`src/rtl/bram_arbiter_pkg.sv`:
```
// Shared types, constants and grant helper for the two-master BRAM arbiter.
package bram_arbiter_pkg;

    // Default log2 of the BRAM word count; only the checker uses it.
    localparam int BRAM_DEPTH_DEF = 10;

    // Encoding of the round-robin pointer.
    localparam logic GRANT_I = 1'b0;
    localparam logic GRANT_D = 1'b1;

    // One buffered memory request; wstrb == 0 denotes a read.
    typedef struct packed {
        logic        instr;
        logic [31:0] addr;
        logic [31:0] wdata;
        logic [3:0]  wstrb;
    } mem_req_t;

    typedef enum logic [1:0] {
        IDLE   = 2'd0,
        WAIT_I = 2'd1,
        WAIT_D = 2'd2
    } arb_state_t;

    // Pick the slot to issue: the only pending one, or the one opposite the last grant.
    function automatic logic pick_grant(
        input logic pend_i,
        input logic pend_d,
        input logic last_grant
    );
        logic grant_v;
        if (pend_i && pend_d) begin
            grant_v = ~last_grant;
        end else if (pend_d) begin
            grant_v = GRANT_D;
        end else begin
            grant_v = GRANT_I;
        end
        return grant_v;
    endfunction

endpackage

```
`src/rtl/bram_arbiter_chk.sv`:
```
// Protocol checker for the arbiter: dropped requests, ready exclusivity, pulse width, address range.
module bram_arbiter_chk #(
    parameter int BRAM_DEPTH = 10
) (
    input  logic        clk,
    input  logic        rst_n,
    input  logic        imem_valid,
    input  logic        imem_pend,
    input  logic        dmem_valid,
    input  logic        dmem_pend,
    input  logic        imem_ready,
    input  logic        dmem_ready,
    input  logic        bram_valid,
    input  logic [31:0] bram_addr
);

    localparam logic [33:0] BRAM_BYTES = 34'd1 << (BRAM_DEPTH + 2);

    logic r_prev_bram_valid;

    // Remember last cycle's bram_valid to confirm the request is a single-cycle pulse.
    always_ff @(posedge clk or negedge rst_n) begin
        if (!rst_n) begin
            r_prev_bram_valid <= 1'b0;
        end else begin
            r_prev_bram_valid <= bram_valid;
        end
    end

    // Check the master/BRAM handshake rules on every active edge.
    always_ff @(posedge clk) begin
        if (rst_n) begin
            assert (!(imem_valid && imem_pend))
                else $warning("imem request dropped: slot still pending");
            assert (!(dmem_valid && dmem_pend))
                else $warning("dmem request dropped: slot still pending");
            assert (!(imem_ready && dmem_ready))
                else $error("imem_ready and dmem_ready high together");
            assert (!(bram_valid && r_prev_bram_valid))
                else $error("bram_valid held longer than one cycle");
            assert (!bram_valid || ({2'b00, bram_addr} < BRAM_BYTES))
                else $error("bram_addr 0x%08h outside BRAM", bram_addr);
        end
    end

endmodule

```
`src/rtl/bram_arbiter_slot.sv`:
```
// Per-master slot: one-deep request buffer, pending flag and response registers.
module bram_arbiter_slot
    import bram_arbiter_pkg::*;
(
    input  logic        clk,
    input  logic        rst_n,
    input  logic        i_valid,
    input  mem_req_t    i_req,
    input  logic        i_rsp,
    input  logic [31:0] i_rsp_data,
    output logic        o_pend,
    output mem_req_t    o_req,
    output logic [31:0] o_rdata,
    output logic        o_ready
);

    logic        r_pend;
    mem_req_t    r_req;
    logic [31:0] r_rdata;
    logic        r_ready;

    // Capture a new request into an empty slot; a request hitting a full slot is dropped.
    always_ff @(posedge clk or negedge rst_n) begin
        if (!rst_n) begin
            r_pend <= 1'b0;
            r_req  <= '0;
        end else if (i_valid && !r_pend) begin
            r_pend <= 1'b1;
            r_req  <= i_req;
        end else if (i_rsp) begin
            r_pend <= 1'b0;
        end else begin
            r_pend <= r_pend;
        end
    end

    // Register the BRAM response for the owning master; rdata holds until the next response.
    always_ff @(posedge clk or negedge rst_n) begin
        if (!rst_n) begin
            r_rdata <= 32'h0000_0000;
            r_ready <= 1'b0;
        end else if (i_rsp) begin
            r_rdata <= i_rsp_data;
            r_ready <= 1'b1;
        end else begin
            r_ready <= 1'b0;
        end
    end

    assign o_pend  = r_pend;
    assign o_req   = r_req;
    assign o_rdata = r_rdata;
    assign o_ready = r_ready;

endmodule

```
`src/rtl/bram_arbiter.sv`:
```
// Round-robin arbiter merging the instruction and data ports onto one BRAM port.
module bram_arbiter
    import bram_arbiter_pkg::*;
#(
    parameter int BRAM_DEPTH = BRAM_DEPTH_DEF
) (
    input  logic        rst,
    input  logic        clk,
    input  logic        imem_valid,
    input  logic        imem_instr,
    input  logic [31:0] imem_addr,
    input  logic [31:0] imem_wdata,
    input  logic [3:0]  imem_wstrb,
    output logic [31:0] imem_rdata,
    output logic        imem_ready,
    input  logic        dmem_valid,
    input  logic        dmem_instr,
    input  logic [31:0] dmem_addr,
    input  logic [31:0] dmem_wdata,
    input  logic [3:0]  dmem_wstrb,
    output logic [31:0] dmem_rdata,
    output logic        dmem_ready,
    output logic        bram_valid,
    output logic        bram_instr,
    output logic [31:0] bram_addr,
    output logic [31:0] bram_wdata,
    output logic [3:0]  bram_wstrb,
    input  logic [31:0] bram_rdata,
    input  logic        bram_ready
);

    arb_state_t r_state;
    arb_state_t w_nxt_state;
    logic       r_last_grant;
    logic       r_bram_valid;
    mem_req_t   r_bram_req;

    mem_req_t   w_in_req_i;
    mem_req_t   w_in_req_d;
    mem_req_t   w_req_i;
    mem_req_t   w_req_d;
    mem_req_t   w_issue_req;
    logic       w_pend_i;
    logic       w_pend_d;
    logic       w_issue_i;
    logic       w_issue_d;
    logic       w_rsp_i;
    logic       w_rsp_d;

    assign w_in_req_i = {imem_instr, imem_addr, imem_wdata, imem_wstrb};
    assign w_in_req_d = {dmem_instr, dmem_addr, dmem_wdata, dmem_wstrb};

    bram_arbiter_slot u_slot_i (
        .clk        (clk),
        .rst_n      (rst),
        .i_valid    (imem_valid),
        .i_req      (w_in_req_i),
        .i_rsp      (w_rsp_i),
        .i_rsp_data (bram_rdata),
        .o_pend     (w_pend_i),
        .o_req      (w_req_i),
        .o_rdata    (imem_rdata),
        .o_ready    (imem_ready)
    );

    bram_arbiter_slot u_slot_d (
        .clk        (clk),
        .rst_n      (rst),
        .i_valid    (dmem_valid),
        .i_req      (w_in_req_d),
        .i_rsp      (w_rsp_d),
        .i_rsp_data (bram_rdata),
        .o_pend     (w_pend_d),
        .o_req      (w_req_d),
        .o_rdata    (dmem_rdata),
        .o_ready    (dmem_ready)
    );

    // Next-state logic: issue from registered pending flags, retire on bram_ready in WAIT states.
    always_comb begin
        w_nxt_state = r_state;
        w_issue_i   = 1'b0;
        w_issue_d   = 1'b0;
        w_rsp_i     = 1'b0;
        w_rsp_d     = 1'b0;
        case (r_state)
            IDLE: begin
                if (w_pend_i || w_pend_d) begin
                    if (pick_grant(w_pend_i, w_pend_d, r_last_grant) == GRANT_I) begin
                        w_issue_i   = 1'b1;
                        w_nxt_state = WAIT_I;
                    end else begin
                        w_issue_d   = 1'b1;
                        w_nxt_state = WAIT_D;
                    end
                end else begin
                    w_nxt_state = IDLE;
                end
            end
            WAIT_I: begin
                if (bram_ready) begin
                    w_rsp_i = 1'b1;
                    if (w_pend_d) begin
                        w_issue_d   = 1'b1;
                        w_nxt_state = WAIT_D;
                    end else begin
                        w_nxt_state = IDLE;
                    end
                end else begin
                    w_nxt_state = WAIT_I;
                end
            end
            WAIT_D: begin
                if (bram_ready) begin
                    w_rsp_d = 1'b1;
                    if (w_pend_i) begin
                        w_issue_i   = 1'b1;
                        w_nxt_state = WAIT_I;
                    end else begin
                        w_nxt_state = IDLE;
                    end
                end else begin
                    w_nxt_state = WAIT_D;
                end
            end
            default: begin
                w_nxt_state = IDLE;
            end
        endcase
    end

    assign w_issue_req = w_issue_d ? w_req_d : w_req_i;

    // State register and round-robin pointer; the pointer follows every grant.
    always_ff @(posedge clk or negedge rst) begin
        if (!rst) begin
            r_state      <= IDLE;
            r_last_grant <= GRANT_D;
        end else begin
            r_state <= w_nxt_state;
            if (w_issue_i) begin
                r_last_grant <= GRANT_I;
            end else if (w_issue_d) begin
                r_last_grant <= GRANT_D;
            end else begin
                r_last_grant <= r_last_grant;
            end
        end
    end

    // Registered BRAM request: valid pulses for the issue cycle only, fields hold between issues.
    always_ff @(posedge clk or negedge rst) begin
        if (!rst) begin
            r_bram_valid <= 1'b0;
            r_bram_req   <= '0;
        end else if (w_issue_i || w_issue_d) begin
            r_bram_valid <= 1'b1;
            r_bram_req   <= w_issue_req;
        end else begin
            r_bram_valid <= 1'b0;
        end
    end

    assign bram_valid = r_bram_valid;
    assign bram_instr = r_bram_req.instr;
    assign bram_addr  = r_bram_req.addr;
    assign bram_wdata = r_bram_req.wdata;
    assign bram_wstrb = r_bram_req.wstrb;

    bram_arbiter_chk #(
        .BRAM_DEPTH (BRAM_DEPTH)
    ) u_chk (
        .clk        (clk),
        .rst_n      (rst),
        .imem_valid (imem_valid),
        .imem_pend  (w_pend_i),
        .dmem_valid (dmem_valid),
        .dmem_pend  (w_pend_d),
        .imem_ready (imem_ready),
        .dmem_ready (dmem_ready),
        .bram_valid (r_bram_valid),
        .bram_addr  (r_bram_req.addr)
    );

endmodule
```
`config.mk`:
```
export PLATFORM = sky130hd
export DESIGN_NAME = bram_arbiter
export DESIGN_NICKNAME = d
export VERILOG_FILES = /design/src/rtl/bram_arbiter_pkg.sv /design/src/rtl/bram_arbiter_chk.sv /design/src/rtl/bram_arbiter_slot.sv /design/src/rtl/bram_arbiter.sv
export SDC_FILE = /design/constraint.sdc
export NUM_CORES = 1
export LEC_CHECK = 0
export CORE_MARGIN = 2
export CORE_UTILIZATION = 48
export CTS_CLUSTER_SIZE = 12
export DETAILED_ROUTE_END_ITERATION = 10
export HOLD_SLACK_MARGIN = 0.08
export PLACE_DENSITY = 0.82
export SLEW_MARGIN = 25
export SYNTH_ARGS = -nofsm -noshare
export SYNTH_HDL_FRONTEND = slang
export SYNTH_SLANG_ARGS = --single-unit
```
`constraint.sdc`:
```
create_clock -name clk -period 2.4 [get_ports clk]
set_input_delay 0.24 -clock clk [delete_from_list [all_inputs] [get_ports clk]]
set_output_delay 0.24 -clock clk [all_outputs]
set_load 0.02 [all_outputs]
```
==> flow_metrics.py <==
metrics = {
    "synthesis": {
        "syn_area_um2": 11100,
        "syn_inst": 816,
        "synth_edf_count": 0,
        "ys_warn_count": 0,
        "synth_seq_cells": 279,
        "yosysSeqAreaShare_pct": 62.7,
        "yosysTopAreaCellShare_pct": 62.4,
        "synth_area_leaders": "dfrtp_1, mux2_2, nand2_1",
        "yosysMostFrequentCell": "dfrtp_1",
        "syn_avg_cell_area_um2": 13.7,
        "syn_nets": 991,
        "async_flop_share_pct": 100,
        "synthDistinctLibCells": 22,
        "ys.flop_type": "dfrtp_1",
        "ys_top_cells_by_count": "dfrtp_1, mux2_2, nand2_1",
        "synth_top_area_cell": "dfrtp_1",
    },
    "detailed_routing": {
        "drt_iter0_drc": 322,
        "routedWlPerCell_um": 18.7,
        "firstDrtPassIters": 4,
        "via_per_inst": 5.19,
        "wirelength_mm": 26.9,
        "ant_nets": 0,
        "vias": 7458,
        "drc": 0,
    },
    "cells_and_area": {
        "nets": 1308,
        "fin_area_um2": 15600,
        "drive_gt1_share_pct": 27.4,
        "n_fill_cell": 1635,
        "syn2layout_area_growth_pct": 39.7,
    },
    "clocking": {
        "clk_pin_slew_ns": 0.06,
        "cts_resized": 0,
        "cts_tree": "done",
        "clock-root-buffer": "clkbuf_16",
        "cts_buffer_depth": 3,
        "cts_buffers": 29,
        "ctsHoldBuffers": 1,
        "clkSinkCount": 279,
        "clk_latency_ns": 0.53,
        "htreeDepth": 1,
        "postCtsSetupRepairBufs": 0,
    },
    "global_routing": {
        "grt_max_degree": 90,
        "antenna_found_initial": 1,
        "overflow": 0,
        "grt_usage_pct": 22.1,
        "grt_pass1_vias": 7930,
        "grt_pass1_wl_mm": 42.8,
    },
    "timing": {
        "tightestPinTransition_ns": 0.489,
        "min_period_ns": 2.04,
        "hold_violations": 0,
        "finalSetupTns_ns": 0,
        "max_freq_mhz": 490,
        "slew_violations": 0,
        "skew_ns": 0.0122,
        "finalSetupViolCount": 0,
        "rsz0062_at_grt": "false",
        "worst_slew_margin_rel_pct": 67.2,
        "period_share_pct": 85.1,
    },
    "place": {
        "gp_congestion": 0.755,
        "port_buffers": 310,
        "place_area_um2": 14700,
        "dp_hpwl_mm": 18.3,
    },
    "setup_path": {
        "reg2reg_to": "bram_addr[14]$_DFFE_PN0P_",
        "critPathRequiredTime_ns": 2.81,
        "r2r-start": "r_state[1]$_DFF_PN0_",
        "ff2ff_setup_slack_ns": 0.36,
        "cp_data_arrival_time_ns": 2.45,
        "path_max_fanout": 18,
        "crit_type": "flop to flop",
        "crit_path_end_kind": "flop",
        "reg2reg_depth": 5,
        "cp-start-kind": "flop",
        "max_stage_delay_ns": 0.44,
        "crit_path_top_delay_cell": "dfrtp_1",
        "path_cells": "nand2b_1 -> a211o_2 -> buf_4 -> mux2_1 -> mux2_2",
    },
    "floorplanning": {
        "fp.dieH_um": 156,
        "io_pins": 311,
        "rows": 55,
        "die_w_um": 156,
        "start_util_pct": 49.1,
        "core_um2": 22700,
        "die_area_um2": 24500,
    },
    "pwr": {
        "ir_worst_vdd_v": 0.000831,
        "p_per_area_nw_per_um2": 1460,
        "switching_share_pct": 32.8,
        "pwr-share-clk_pct": 18.5,
        "p_sw_mw": 7.46,
        "seqPwrFrac_pct": 36.9,
        "power_frac_comb_pct": 44.6,
        "p_leak_nw": 6.83,
        "p_int_mw": 15.2,
    },
    "flow_run": {
        "drv_cap": 0,
    },
    "status": {
        "outcome": "finished clean",
    },
    "min_path": {
        "hp-class": "input port to async pin",
    },
}
-- state kept, by name, summed over array words and instances (netlist names), 2 cells and up --
| name | cells |
|---|---|
| bram_addr | 32 |
| bram_wdata | 32 |
| bram_wstrb | 4 |
| r_state | 2 |
| u_slot_d.o_rdata | 32 |
| u_slot_d.o_req | 69 |
| u_slot_i.o_rdata | 32 |
| u_slot_i.o_req | 69 |
-- placed cells by master, fill, tap and decap left out, drive strengths merged --
cell and count:
a211o 1, a211oi 1, a21o 3, a21oi 1
a22oi 3, buf 19, bufinv 1, clkbuf 44
clkdlybuf4s50 309, clkinv 3, dfrtp 278, dfstp 1
diode 1, dlygate4sd3 1, inv 4, mux2 272
nand2 192, nand2b 3, nand3b 2, nor2 4
nor2b 4, nor3 1, o211a 1, o21ai 2
-- worst max path at each step --
| stage | start | to | slack, ns | cells past startpoint |
|---|---|---|---|---|
| finish | r_state[1]$_DFF_PN0_ | bram_addr[14]$_DFFE_PN0P_ | 0.36 | 5 |
| floorplan | r_state[1]$_DFF_PN0_ | bram_addr[10]$_DFFE_PN0P_ | 0.53 | 6 |
| detailed placement | bram_ready | bram_wdata[0]$_DFFE_PN0P_ | 0.18 | 6 |
| global placement | bram_ready | bram_wstrb[1]$_DFFE_PN0P_ | 0.21 | 6 |
| global route | u_slot_i.o_pend$_DFFE_PN0P_ | bram_wdata[0]$_DFFE_PN0P_ | 0.27 | 5 |
| CTS | r_state[1]$_DFF_PN0_ | bram_addr[14]$_DFFE_PN0P_ | 0.37 | 5 |
-- power groups by stage --
stage                     clock [mW]  sequential (mW)  combinational, mW
after floorplan                    0             9.49               5.00
after global placement             0             8.33               9.95
after detailed placement           0             8.43               10.2
after CTS                       4.31             8.39               10.3
after global routing            4.50             8.66               10.9
final                           4.19             8.38               10.1
-- critical path, delay by kind of cell (launching register included) --
kind	cells	cell delay [ns]
AO/OA/AOI/OAI	1	0.39
buffers and inverters	1	0.25
flip-flops	1	0.44
multiplexers	2	0.61
AND/OR/NAND/NOR	1	0.23
-- through the flow --
stage	power (mW)	setup slack (ns)	hold slack [ns]	std cells	utilization (%)
global placement	18.3	0.209	0.169	1386	64.7
detailed placement	18.6	0.176	0.162	1386	64.7
global route	24.0	0.274	0.223	1436	68.6
floorplan	14.5	0.533	-0.0556	816	-
CTS	23.0	0.369	0.195	1435	68.6
finish	22.7	0.358	0.201	1436	68.6
-- logic make-up after synthesis --
logic type	synth area share (%)
flops	62.7
compound gates	0.775
simple gates	7.17
mux	27.5
buf+inv	1.91
-- final cells by class --
class / count / area [um^2] / share of cell area, %
antenna: 1 / 2.50 / 0.0161
clock buffer: 44 / 832 / 5.34
clock inverter: 4 / 45.0 / 0.289
inverter: 4 / 15.0 / 0.0964
multi-input combinational: 490 / 3970 / 25.5
sequential: 279 / 6980 / 44.8
tap: 285 / 357 / 2.29
timing repair buffer: 329 / 3370 / 21.6
-- metal layers --
metal  vias up  global-route usage [%]  wire length [um]
li1       3393                       -                 -
met1      3744                    27.3             10700
met2       263                    37.4             13000
met3        58                    7.06              2330
met4         0                    6.55               873
met5         -                       0                 0
Power figures use the tool's default switching activity.
